**config.mk**
```make
export PLATFORM = sky130hd
export DESIGN_NAME = rsa_result_capture
export DESIGN_NICKNAME = d
export VERILOG_FILES = /design/src/rtl/rsa_pkg.sv /design/src/rtl/rsa_result_capture.sv
export SDC_FILE = /design/constraint.sdc
export NUM_CORES = 1
export LEC_CHECK = 0
export CAP_MARGIN = 10
export CORE_MARGIN = 2
export CORE_UTILIZATION = 45
export DETAILED_ROUTE_END_ITERATION = 8
export PLACE_DENSITY = 0.73
export SYNTH_ARGS = -nofsm -noshare
export SYNTH_HDL_FRONTEND = slang
export SYNTH_SLANG_ARGS = --single-unit
```
**constraint.sdc**
```tcl
create_clock -name clk -period 2.06 [get_ports clk]
set_input_delay 0.206 -clock clk [delete_from_list [all_inputs] [get_ports clk]]
set_output_delay 0.206 -clock clk [all_outputs]
set_load 0.01 [all_outputs]
```
**src/rtl/rsa_pkg.sv**
```systemverilog
// Shared definitions for the RSA result capture block: readout word map,
// status bit positions and FSM state encoding.
package rsa_pkg;

  localparam int WORD_STATUS  = 0;
  localparam int WORD_CYCLES  = 1;
  localparam int WORD_RESULT0 = 2;

  localparam int BUSY = 0;
  localparam int DONE = 1;
  localparam int TMO  = 2;

  typedef enum logic [1:0] {
    S_IDLE,
    S_RUN,
    S_DONE,
    S_TMO
  } state_t;

endpackage

```
**src/rtl/rsa_result_capture.sv**
```systemverilog
// Measures exponentiate-core run time from start to core_ready, latches the result,
// and serves status/cycles/result words to the read mux with one cycle of read latency.
module rsa_result_capture
  import rsa_pkg::*;
#(
  parameter int unsigned RSA_WIDTH      = 128,
  parameter int unsigned DATA_WIDTH     = 32,
  parameter int unsigned ADDR_W         = 4,
  parameter int unsigned ARM_DELAY      = 2,
  parameter logic [31:0] TIMEOUT_CYCLES = 32'd1000000
) (
  input  logic                  clk,
  input  logic                  reset,
  input  logic                  start,
  input  logic                  core_ready,
  input  logic [RSA_WIDTH-1:0]  core_c,
  input  logic                  rd_en,
  input  logic [ADDR_W-1:0]     rd_word,
  output logic [DATA_WIDTH-1:0] rd_data,
  output logic                  busy,
  output logic                  done,
  output logic                  timeout,
  output logic                  done_pulse,
  output logic [DATA_WIDTH-1:0] cycles
);

  localparam int unsigned NW = RSA_WIDTH / DATA_WIDTH;
  localparam logic [DATA_WIDTH-1:0] ARM_LIMIT = DATA_WIDTH'(ARM_DELAY);
  localparam logic [DATA_WIDTH-1:0] TMO_LAST  = DATA_WIDTH'(TIMEOUT_CYCLES - 32'd1);
  localparam logic                  TMO_EN    = (TIMEOUT_CYCLES != 32'd0);

  state_t                  state;
  logic [RSA_WIDTH-1:0]    result;
  logic                    complete;
  logic                    tmo_hit;
  logic [DATA_WIDTH-1:0]   cycles_next;
  logic [DATA_WIDTH-1:0]   rd_mux;

  // Ready seen inside the arm window is a leftover from the previous run.
  always_comb begin
    complete    = core_ready && (cycles >= ARM_LIMIT);
    tmo_hit     = TMO_EN && (cycles == TMO_LAST) && !complete;
    cycles_next = (cycles == {DATA_WIDTH{1'b1}}) ? cycles : cycles + 1'b1;
  end

  always_comb begin
    rd_mux = '0;
    if (rd_word == ADDR_W'(WORD_STATUS)) begin
      rd_mux[BUSY] = busy;
      rd_mux[DONE] = done;
      rd_mux[TMO]  = timeout;
    end else if (rd_word == ADDR_W'(WORD_CYCLES)) begin
      rd_mux = cycles;
    end else begin
      for (int i = 0; i < int'(NW); i++) begin
        if (rd_word == ADDR_W'(WORD_RESULT0 + i))
          rd_mux = result[i*DATA_WIDTH +: DATA_WIDTH];
      end
    end
  end

  always_ff @(posedge clk) begin
    if (reset) begin
      state      <= S_IDLE;
      busy       <= 1'b0;
      done       <= 1'b0;
      timeout    <= 1'b0;
      done_pulse <= 1'b0;
      cycles     <= '0;
      result     <= '0;
      rd_data    <= '0;
    end else begin
      done_pulse <= 1'b0;
      if (start) begin
        state   <= S_RUN;
        busy    <= 1'b1;
        done    <= 1'b0;
        timeout <= 1'b0;
        cycles  <= '0;
        result  <= '0;
      end else begin
        case (state)
          S_RUN: begin
            if (complete) begin
              result     <= core_c;
              done       <= 1'b1;
              done_pulse <= 1'b1;
              busy       <= 1'b0;
              state      <= S_DONE;
            end else begin
              cycles <= cycles_next;
              if (tmo_hit) begin
                timeout    <= 1'b1;
                done_pulse <= 1'b1;
                busy       <= 1'b0;
                state      <= S_TMO;
              end
            end
          end
          default: ;
        endcase
      end
      // Mux sees pre-update registers, so a read on the capture cycle returns old values.
      if (rd_en)
        rd_data <= rd_mux;
    end
  end

endmodule
```
==> results.json <==
{
  "grt_max_degree": 71,
  "synth_area_per_cell_sq_um": 7.88,
  "cp.required_ns": 2.43,
  "synth_area_leader_cell": "dfxtp_1",
  "syn-cell-area_sq_um": 8640,
  "finalHoldViolations": 0,
  "ant_nets": 0,
  "routed_wl_microns": 31300,
  "drv_cap": 0,
  "synth-main-ff-cell": "dfxtp_1",
  "ys_top_cells_by_area": "dfxtp_1 (46%), nand2_1 (12%), a21oi_1 (10%), clkbuf_1 (4.1%), a221o_1 (3.4%)",
  "worst_slew_pin_slew_ns": 0.592,
  "rsz0062_at_grt": "true",
  "fmax_mhz": 461,
  "drv_slew": 0,
  "synth_warnings": 0,
  "setup_viol": 142,
  "utilization_pct": 69.0,
  "place_area_sq_um": 11800,
  "sw_frac_of_total_pct": 25.7,
  "clkSinkCount": 198,
  "clkPwrFrac_pct": 41.5,
  "p_leak_nw": 4.33,
  "synth_nets": 1236,
  "wl_per_cell_microns": 19.6,
  "post-route-cell-area_sq_um": 12900,
  "met2_length_microns": 14600,
  "synth_top_area_share_pct": 45.9,
  "routed_via_density": 5.96,
  "io_pins": 205,
  "cts_buffers": 17,
  "cp_data_arrival_time_ns": 2.54,
  "final.setup.worst_slack_ns": -0.111,
  "powerDensity_nw_per_um2": 612,
  "layout_min_cycle_time_ns": 2.17,
  "violations": "setup timing",
  "top_signal_layer_used": "met4",
  "area_delta_synth_final_pct": 49.7,
  "share_comb_of_total_power_pct": 9.7,
  "relSlewSlack_pct": 60.5,
  "clk_pin_slew_ns": 0.08,
  "grt_pass1_wl_microns": 46500,
  "htree_num_levels": 4,
  "dp_hpwl_microns": 21400,
  "synth_cell_types": 48,
  "die_width_microns": 143,
  "drt_iter0_drc": 1002,
  "dieArea_sq_um": 20300,
  "n_antenna_cell": 0,
  "globalplace.congestion": 0.947,
  "grt_overflow": 0,
  "p_sw_mw": 2.04,
  "io_buffers": 204,
  "ys_seq_area_share_pct": 45.9,
  "max-vdd-ir-drop_uv": 595,
  "finalCritPeriodShare_pct": 105,
  "layout.nets": 1491,
  "start_util_pct": 46.1,
  "regArea_sq_um": 4000,
  "clock_path_buffers": 2,
  "pwr-share-seq_pct": 48.8,
  "cts_root_buffer": "clkbuf_16",
  "wl_met3_microns": 2490,
  "core-area_sq_um": 18800,
  "drt-pass1-iter-count": 5,
  "synth_edf_count": 0,
  "vias": 9529,
  "cts_tree": "done",
  "intPower_mw": 5.89,
  "cp_max_fo": 19,
  "cp-end-kind": "flip-flop",
  "drive_gt1_share_pct": 17.9,
  "first_global_vias": 8820,
  "hold_buffers": 0,
  "synthCells": 1097,
  "status": "finished, violations left",
  "hold_slack_ns": 0.307,
  "path_class": "flip-flop to flip-flop",
  "clock_latency_ns": 0.44,
  "skew_ns": 0.0104,
  "fill_cells": 1542,
  "hp-class": "input pin to flip-flop",
  "drcViolationCount": 0,
  "antenna_found_initial": 0,
  "multi_input_area_sq_um": 4620,
  "async_reset_ff_share_pct": 0,
  "rows": 50,
  "met1Wirelength_microns": 13400,
  "grt.total_usage_pct": 29.3,
  "die_y_microns": 143,
  "start_kind": "flip-flop",
  "ys_ff_latch": 198
}
-- layer usage --
metal	track usage [%]	vias up
met2	45.9	511
met4	10.9	0
li1	-	4438
met5	0	-
met3	4.17	77
met1	41.1	4503
-- through the flow --
step	instances	worst slack (ns)	power (mW)	setup TNS [ns]
6_report	1599	-0.111	7.93	-5.35
5_1_grt	1599	-0.159	8.16	-15.40
4_1_cts	1586	-0.0876	7.93	-0.357
3_5_place_dp	1550	-0.205	4.67	-4.16
3_3_place_gp	1550	-0.165	4.67	-1.93
2_1_floorplan	1097	-0.0572	4.21	-0.108
-- flip-flops by register name, indices dropped and copies added, names as in the netlist --
name,count
done,1
cycles,32
state,2
rd_data,32
timeout,1
busy,1
done_pulse,1
result,128
-- cell families after synthesis --
family                     share of synthesized area, %
AOI/OAI and AO/OA                                  23.8
adders and majority gates                         0.289
buffers and inverters                              4.60
DFF                                                45.9
muxes                                             0.695
and+or+nand+nor                                    24.8
-- placed cells by master (no fill, tap or decap), types with 7 or more instances in the layout --
| cell type | instances |
|---|---|
| or4_4 | 7 |
| a21oi_1 | 161 |
| clkdlybuf4s50_1 | 204 |
| nor4_1 | 8 |
| buf_4 | 98 |
| nor4_2 | 7 |
| buf_12 | 17 |
| a21oi_2 | 20 |
| nand2_1 | 281 |
| dfxtp_1 | 178 |
| nand3_1 | 13 |
| nor2_1 | 45 |
| or4_1 | 16 |
| nand4_1 | 14 |
| nand2b_1 | 30 |
| dfxtp_2 | 14 |
| a22oi_1 | 32 |
| clkbuf_16 | 23 |
| o31ai_1 | 21 |
| o221ai_1 | 29 |
| a221o_1 | 29 |
-- cells in the mapped netlist (all sizes together), types with 3 or more instances --
cell and instances:
and2 4, or4 23, nor3 12, nand2 282, nor4 19, inv 6, o21ai 6, clkbuf 94
and4 3, a221o 29, a22oi 32, a221oi 3, nor2 45, a21oi 181, o221ai 29, o21a 6
nand4 16, o31a 3, or3 5, nand2b 30, nand3 15, buf 4, a31oi 5, mux2i 6
and3 6, o31ai 21, dfxtp 198
-- final timing paths --
| check | startpoint | end | slack [ns] | cells past startpoint |
|---|---|---|---|---|
| max | cycles[26] | cycles[8] | -0.11 | 6 |
| min | core_c[82] | result[82] | 0.31 | 3 |
| max reg2reg | cycles[26] | cycles[8] | -0.11 | 6 |
| min reg2reg | result[95] | result[95] | 0.46 | 2 |
-- cell type report --
class                   count  share of cell area (%)
clock buffers              17                    3.29
clock inverters            15                    1.22
inverters                   6                   0.174
multi-input cells         795                    35.7
flip-flops and latches    198                    30.9
well taps                 234                    2.26
repair buffers            334                    26.4
-- power by group through the flow --
stage	Combinational (mW)	Clock, mW	Sequential, mW
floorplan	0.250	0	3.96
global placement	0.713	0	3.95
detailed placement	0.715	0	3.95
CTS	0.736	3.33	3.86
global route	0.818	3.47	3.87
finish	0.770	3.29	3.86
-- worst max-delay path, cell delays in order (launching register included) --
cell and delay (ns):
dfxtp_1 0.37, nor4_4 0.35, nand4_1 0.23, o21a_4 0.31, buf_12 0.16, or4_1 0.53, a21oi_1 0.15
-- repair_timing --
action                     CTS  global route
gates cloned                 1             7
pin swaps                   19             8
gates resized for setup     24            42
setup buffers                4             6
setup endpoints to repair   95           138
Power figures use the tool's default switching activity.
